File: config.mk
export PLATFORM = sky130hd
export DESIGN_NAME = vec_dcache_port_arbiter
export DESIGN_NICKNAME = d
export VERILOG_FILES = /design/src/rtl/vec_dcache_port_arbiter.sv
export SDC_FILE = /design/constraint.sdc
export NUM_CORES = 1
export LEC_CHECK = 0
export CORE_AREA = 2 2 217 219
export CTS_CLUSTER_SIZE = 24
export DETAILED_ROUTE_END_ITERATION = 8
export DIE_AREA = 0 0 219 221
export GPL_TIMING_DRIVEN = 0
export PLACE_DENSITY = 0.45
export SYNTH_ARGS = -nofsm -noshare
export SYNTH_HDL_FRONTEND = slang
export SYNTH_SLANG_ARGS = --single-unit
File: constraint.sdc
create_clock -name clk_i -period 3.15 [get_ports clk_i]
set_clock_uncertainty 0.05 [all_clocks]
set_input_delay 0.315 -clock clk_i [delete_from_list [all_inputs] [get_ports clk_i]]
set_output_delay 0.315 -clock clk_i [all_outputs]
set_load 0.005 [all_outputs]
File: src/rtl/vec_dcache_port_arbiter.sv
`default_nettype none
// ============================================================================
// Module   : vec_dcache_port_arbiter
// Purpose  : Shares one write-through dcache request port between the scalar
//            LSU and the vector unit. Scalar has priority, and the vector unit
//            is forced through after STARVE_LIMIT consecutive losses. The
//            number of granted-but-unanswered transactions is bounded, and
//            scalar loads are held while vector stores are still unacknowledged.
// Revision : 1.0 - initial release
// ============================================================================
module vec_dcache_port_arbiter #(
  parameter int ADDR_W          = 64,
  parameter int DATA_W          = 64,
  parameter int MAX_OUTSTANDING = 7,
  parameter int STARVE_LIMIT    = 4
) (
  input  logic                clk_i,
  input  logic                rst_ni,
  // scalar requester
  input  logic                s_req_i,
  input  logic                s_we_i,
  input  logic [ADDR_W-1:0]   s_addr_i,
  input  logic [DATA_W-1:0]   s_wdata_i,
  input  logic [DATA_W/8-1:0] s_be_i,
  output logic                s_gnt_o,
  // vector requester
  input  logic                v_req_i,
  input  logic                v_we_i,
  input  logic [ADDR_W-1:0]   v_addr_i,
  input  logic [DATA_W-1:0]   v_wdata_i,
  input  logic [DATA_W/8-1:0] v_be_i,
  output logic                v_gnt_o,
  // dcache request port
  output logic                m_req_o,
  output logic                m_we_o,
  output logic [ADDR_W-1:0]   m_addr_o,
  output logic [DATA_W-1:0]   m_wdata_o,
  output logic [DATA_W/8-1:0] m_be_o,
  output logic                m_id_o,
  input  logic                m_gnt_i,
  // dcache response port
  input  logic                m_rvalid_i,
  input  logic                m_rid_i,
  input  logic                m_rwe_i,
  input  logic [DATA_W-1:0]   m_rdata_i,
  // responses towards the requesters
  output logic                s_rvalid_o,
  output logic                v_rvalid_o,
  output logic [DATA_W-1:0]   rdata_o,
  output logic                vst_pending_o
);

  localparam int CNT_W = $clog2(MAX_OUTSTANDING + 1);
  localparam int STV_W = $clog2(STARVE_LIMIT + 1);

  localparam logic [1:0] c_ST_IDLE   = 2'd0;
  localparam logic [1:0] c_ST_LOCK_S = 2'd1;
  localparam logic [1:0] c_ST_LOCK_V = 2'd2;

  localparam logic [CNT_W-1:0] c_MAX_OUT = CNT_W'(MAX_OUTSTANDING);
  localparam logic [CNT_W-1:0] c_CNT_ONE = CNT_W'(1);
  localparam logic [STV_W-1:0] c_STV_MAX = STV_W'(STARVE_LIMIT);
  localparam logic [STV_W-1:0] c_STV_ONE = STV_W'(1);

  logic [1:0]       r_state;
  logic [1:0]       w_state_nxt;
  logic [CNT_W-1:0] r_out_cnt;
  logic [CNT_W-1:0] r_vst_cnt;
  logic [STV_W-1:0] r_starve_cnt;

  logic w_vst_busy;
  logic w_s_elig;
  logic w_v_elig;
  logic w_sel_v;
  logic w_sel_valid;
  logic w_full;
  logic w_req;
  logic w_grant;
  logic w_s_grant;
  logic w_v_grant;
  logic w_vst_inc;
  logic w_vst_dec;
  logic w_out_dec;

  // A scalar load may not overtake a vector store that is still in flight;
  // scalar stores are unaffected.
  assign w_vst_busy = (r_vst_cnt != '0);
  assign w_s_elig   = s_req_i & ~(~s_we_i & w_vst_busy);
  assign w_v_elig   = v_req_i;
  assign w_full     = (r_out_cnt >= c_MAX_OUT);

  // State register: lock state remembers which source was presented but not yet accepted.
  always_ff @(posedge clk_i or negedge rst_ni) begin
    if (!rst_ni) begin
      r_state <= c_ST_IDLE;
    end else begin
      r_state <= w_state_nxt;
    end
  end

  // Next-state logic: lock on an unaccepted request, release on acceptance.
  always_comb begin
    w_state_nxt = r_state;
    case (r_state)
      c_ST_IDLE: begin
        if (w_req && !m_gnt_i) begin
          w_state_nxt = w_sel_v ? c_ST_LOCK_V : c_ST_LOCK_S;
        end
      end
      c_ST_LOCK_S, c_ST_LOCK_V: begin
        if (w_grant) begin
          w_state_nxt = c_ST_IDLE;
        end
      end
      default: w_state_nxt = c_ST_IDLE;
    endcase
  end

  // Output logic: source selection, request gating and payload mux.
  always_comb begin
    w_sel_v     = 1'b0;
    w_sel_valid = 1'b0;
    case (r_state)
      c_ST_IDLE: begin
        w_sel_valid = w_s_elig | w_v_elig;
        if (w_s_elig && w_v_elig) begin
          w_sel_v = (r_starve_cnt == c_STV_MAX);
        end else begin
          w_sel_v = w_v_elig;
        end
      end
      c_ST_LOCK_S: begin
        w_sel_v     = 1'b0;
        w_sel_valid = s_req_i;
      end
      c_ST_LOCK_V: begin
        w_sel_v     = 1'b1;
        w_sel_valid = v_req_i;
      end
      default: begin
        w_sel_v     = 1'b0;
        w_sel_valid = 1'b0;
      end
    endcase

    // rst_ni gating keeps every output low while the block is held in reset,
    // even though the request path is purely combinational.
    w_req     = rst_ni & w_sel_valid & ~w_full;
    w_grant   = w_req & m_gnt_i;
    w_s_grant = w_grant & ~w_sel_v;
    w_v_grant = w_grant &  w_sel_v;

    m_req_o   = w_req;
    m_id_o    = w_req & w_sel_v;
    m_we_o    = 1'b0;
    m_addr_o  = '0;
    m_wdata_o = '0;
    m_be_o    = '0;
    if (w_req) begin
      m_we_o    = w_sel_v ? v_we_i    : s_we_i;
      m_addr_o  = w_sel_v ? v_addr_i  : s_addr_i;
      m_wdata_o = w_sel_v ? v_wdata_i : s_wdata_i;
      m_be_o    = w_sel_v ? v_be_i    : s_be_i;
    end
    s_gnt_o = w_s_grant;
    v_gnt_o = w_v_grant;
  end

  assign s_rvalid_o    = rst_ni & m_rvalid_i & ~m_rid_i;
  assign v_rvalid_o    = rst_ni & m_rvalid_i &  m_rid_i;
  assign rdata_o       = rst_ni ? m_rdata_i : '0;
  assign vst_pending_o = w_vst_busy;

  assign w_out_dec = m_rvalid_i & (r_out_cnt != '0);
  assign w_vst_inc = w_v_grant & v_we_i;
  assign w_vst_dec = m_rvalid_i & m_rid_i & m_rwe_i & w_vst_busy;

  // Outstanding-transaction counter: grant adds, any response retires one.
  always_ff @(posedge clk_i or negedge rst_ni) begin
    if (!rst_ni) begin
      r_out_cnt <= '0;
    end else if (w_grant && !w_out_dec) begin
      r_out_cnt <= r_out_cnt + c_CNT_ONE;
    end else if (!w_grant && w_out_dec) begin
      r_out_cnt <= r_out_cnt - c_CNT_ONE;
    end
  end

  // Pending vector-store counter: vector write grant adds, vector write ack retires.
  always_ff @(posedge clk_i or negedge rst_ni) begin
    if (!rst_ni) begin
      r_vst_cnt <= '0;
    end else if (w_vst_inc && !w_vst_dec) begin
      r_vst_cnt <= r_vst_cnt + c_CNT_ONE;
    end else if (!w_vst_inc && w_vst_dec) begin
      r_vst_cnt <= r_vst_cnt - c_CNT_ONE;
    end
  end

  // Starvation counter: counts vector losses to scalar, saturates, clears when vector wins.
  always_ff @(posedge clk_i or negedge rst_ni) begin
    if (!rst_ni) begin
      r_starve_cnt <= '0;
    end else if (w_v_grant) begin
      r_starve_cnt <= '0;
    end else if (w_s_grant && w_v_elig && (r_starve_cnt != c_STV_MAX)) begin
      r_starve_cnt <= r_starve_cnt + c_STV_ONE;
    end
  end

  // A response with nothing outstanding indicates a broken dcache or requester.
  a_no_spurious_rvalid: assert property (@(posedge clk_i) disable iff (!rst_ni)
    !(m_rvalid_i && (r_out_cnt == '0)));

endmodule
`default_nettype wire

==> impl_metrics.env <==
export IMPL_dpl_hpwl_um=23810
export IMPL_fin_cells=1783
export IMPL_power_density_mw_per_mm2=498.5
export IMPL_yosysMostFrequentCell="nand2_1"
export IMPL_ys_warn_count=0
export IMPL_clk_pin_slew_ns=0.04
export IMPL_syn_to_final_growth_pct=203.4
export IMPL_grt_overflow=0
export IMPL_status="finished clean"
export IMPL_yosysUniqueCellTypes=35
export IMPL_num_rows=79
export IMPL_min_period_ns=3.031
export IMPL_drc=0
export IMPL_finalSetupViolations=0
export IMPL_cap_violations=0
export IMPL_drive_above_1_share_pct=6.638
export IMPL_cts_buffers=3
export IMPL_syn_area_mm2=0.003264
export IMPL_cts_sinks=11
export IMPL_synthFlopType="dfrtp_1"
export IMPL_fp_dieH_um=221
export IMPL_drt_wirelength_per_cell_um=15.78
export IMPL_regArea_um2=275.3
export IMPL_fin_crit_sh_pct=96.24
export IMPL_use_met2_pct=21.08
export IMPL_ant_nets=0
export IMPL_place_inst=1775
export IMPL_grt_usage_pct=10.64
export IMPL_syn_nets=972
export IMPL_gr_usage_met1_pct=10.94
export IMPL_dr_pass1_iters=4
export IMPL_clockRootBuffer="clkbuf_16"
export IMPL_met3_usage_pct=2.419
export IMPL_final_max_slew_viol_count=0
export IMPL_ir_drop_mv=0.2840
export IMPL_arrival_ns=2.67
export IMPL_start_kind="flip-flop"
export IMPL_max_slew_margin_pct=61.74
export IMPL_synthTopCellsByArea="nand2_1 32%, a21oi_1 21%, and2_1 12%"
export IMPL_synth_common_cells="279 x nand2_1, 139 x a21oi_1, 64 x and2_1, 36 x buf_2, 11 x dfrtp_1"
export IMPL_synthCells=616
export IMPL_tns_ns=0
export IMPL_postRouteWirelength_um=28130
export IMPL_io_pins=554
export IMPL_critPathRequiredTime_ns=2.78
export IMPL_coreArea_mm2=0.04606
export IMPL_grt_pass1_wl_um=39120
export IMPL_leakagePower_nw=3.902
export IMPL_path_class="reg -> out"
export IMPL_grt_pass1_vias=6557
export IMPL_antenna_found_initial=1
export IMPL_crit_path_end_kind="output port"
export IMPL_path_max_fanout=10
export IMPL_synth_top_area_share_pct=32.08
export IMPL_rsz0062_at_grt="no"
export IMPL_initial_utilization_pct=7.087
export IMPL_cts_tree="done"
export IMPL_ys_seq_area_share_pct=8.432
export IMPL_place_gp_congestion=0.8698
export IMPL_via_count=6298
export IMPL_worstSkewPairLatency_ns=0.24
export IMPL_synth_edf_count=0
export IMPL_finalHoldViolCount=0
export IMPL_drtIter0Drc=241
export IMPL_n_fill_cell=5195
export IMPL_grt_max_degree=16
export IMPL_hold_class="in -> reg"
export IMPL_fmax_ghz=0.3299
export IMPL_top_usage_layer="met2"
export IMPL_syn_avg_cell_area_um2=5.299
export IMPL_async_flop_share_pct=100.0
export IMPL_dieArea_mm2=0.04840
export IMPL_htreeDepth=1
export IMPL_via_per_inst=3.532
export IMPL_ys_seq_elements=11
export IMPL_worstMarginPinSlew_ns=0.5720
export IMPL_die_w_um=219
export IMPL_port_buffers=552
export IMPL_multi_input_area_mm2=0.002685
export IMPL_cts_buffer_depth=2
export IMPL_finalNetCount=1532
export IMPL_yosys_area_top_type="nand2_1"
metal layers:
metal	vias to the layer above	routed length, um	part of all wire, %
met5	-	0	0
met4	0	672	2.4
met3	22	2591	9.2
met2	375	14670	52
met1	2798	10200	36
li1	3103	-	-
power breakdown:
group / switching (W) / internal (W) / leakage [nW]
Clock: 0.0000659 / 0.000170 / 0.0382
Combinational: 0.00216 / 0.00225 / 3.73
Sequential: 0.0000793 / 0.000210 / 0.137
area by class of cell:
cell class	count	share of cell area, %
repair buffers	557	56.58
flip-flops and latches	11	2.780
plain buffers	54	4.662
diodes	1	0.02527
inverters	10	0.3790
clock buffers	4	0.7960
multi-input cells	539	27.11
well taps	607	7.669
per-stage QoR:
step | power [W] | hold WS (ns) | utilization [%] | instance area (um^2) | worst slack [ns]
after floorplan | 0.002130 | -0.03059 | - | 3264 | 0.4624
after global placement | 0.004493 | 0.4339 | 20.73 | 9549 | -0.5587
after detailed placement | 0.004496 | 0.4307 | 20.73 | 9549 | -0.5887
after CTS | 0.004950 | 0.2343 | 21.23 | 9777 | 0.001660
after global routing | 0.005363 | 0.4083 | 21.50 | 9903 | 0.0009688
final | 0.004937 | 0.3743 | 21.50 | 9903 | 0.1185
cell usage in the layout (no fill, tap or decap), types with 2 or more instances in the layout:
cell type / count
buf_8: 3
dlymetal6s2s_1: 10
buf_12: 4
xor2_1: 4
clkdlybuf4s50_1: 541
inv_1: 10
clkbuf_4: 4
a21oi_1: 125
xnor2_1: 2
o21a_1: 2
clkbuf_16: 4
a21oi_2: 14
nand3_1: 6
o211ai_1: 3
fa_1: 2
buf_4: 18
buf_2: 11
nand2_1: 278
buf_6: 10
nor2_1: 9
ha_1: 7
o21ai_1: 2
mux2_2: 2
clkbuf_1: 8
and2_1: 64
o31ai_1: 2
dfrtp_1: 11
sequential cells by signal (all words and copies together), names as in the netlist:
signal	count
r_out_cnt	3
r_state	2
r_starve_cnt	3
r_vst_cnt	3
repair_timing:
| action | CTS | global route |
|---|---|---|
| hold endpoints to repair | 0 | 11 |
| setup buffers | 3 | 0 |
| gates cloned | 0 | 1 |
| gates resized for setup | 42 | 35 |
| pin swaps | 2 | 2 |
| endpoints found under the setup margin | 139 | 112 |
| hold buffers | 0 | 1 |
cell families (layout without fill, tap and decap cells):
family / Yosys count / count (layout) / synth area share, %
AO/OA/AOI/OAI: 157 / 157 / 25.91
XOR/XNOR: 6 / 6 / 1.610
adder cells (fa/ha/maj): 10 / 10 / 4.293
buffers and inverters: 66 / 625 / 11.38
flip-flops: 11 / 11 / 8.432
multiplexers: 2 / 2 / 0.6899
other: 0 / 1 / 0
AND/OR/NAND/NOR: 364 / 364 / 47.68
worst paths after layout:
check	start	slack [ns]	endpoint	cells after the start
setup reg to reg	r_starve_cnt[0]	0.26	r_vst_cnt[2]	15
max in group asynchronous	rst_ni	2.00	r_starve_cnt[1]	2
hold reg to reg	r_vst_cnt[2]	0.44	r_vst_cnt[2]	1
setup / recovery	r_starve_cnt[0]	0.12	m_wdata_o[33]	11
hold / removal	v_req_i	0.37	r_starve_cnt[0]	3
min in group asynchronous	rst_ni	0.67	r_out_cnt[2]	2
worst max-delay path, cell delays in order, from the launching register on:
cell and delay [ns]:
dfrtp_1 0.41, inv_1 0.07, ha_1 0.17, nand2_2 0.10
o211ai_2 0.12, a31o_1 0.19, buf_6 0.16, clkbuf_16 0.18
buf_4 0.18, nand2_1 0.07, a21oi_1 0.20, clkdlybuf4s50_1 0.56
(Power assumes the default switching activity.)
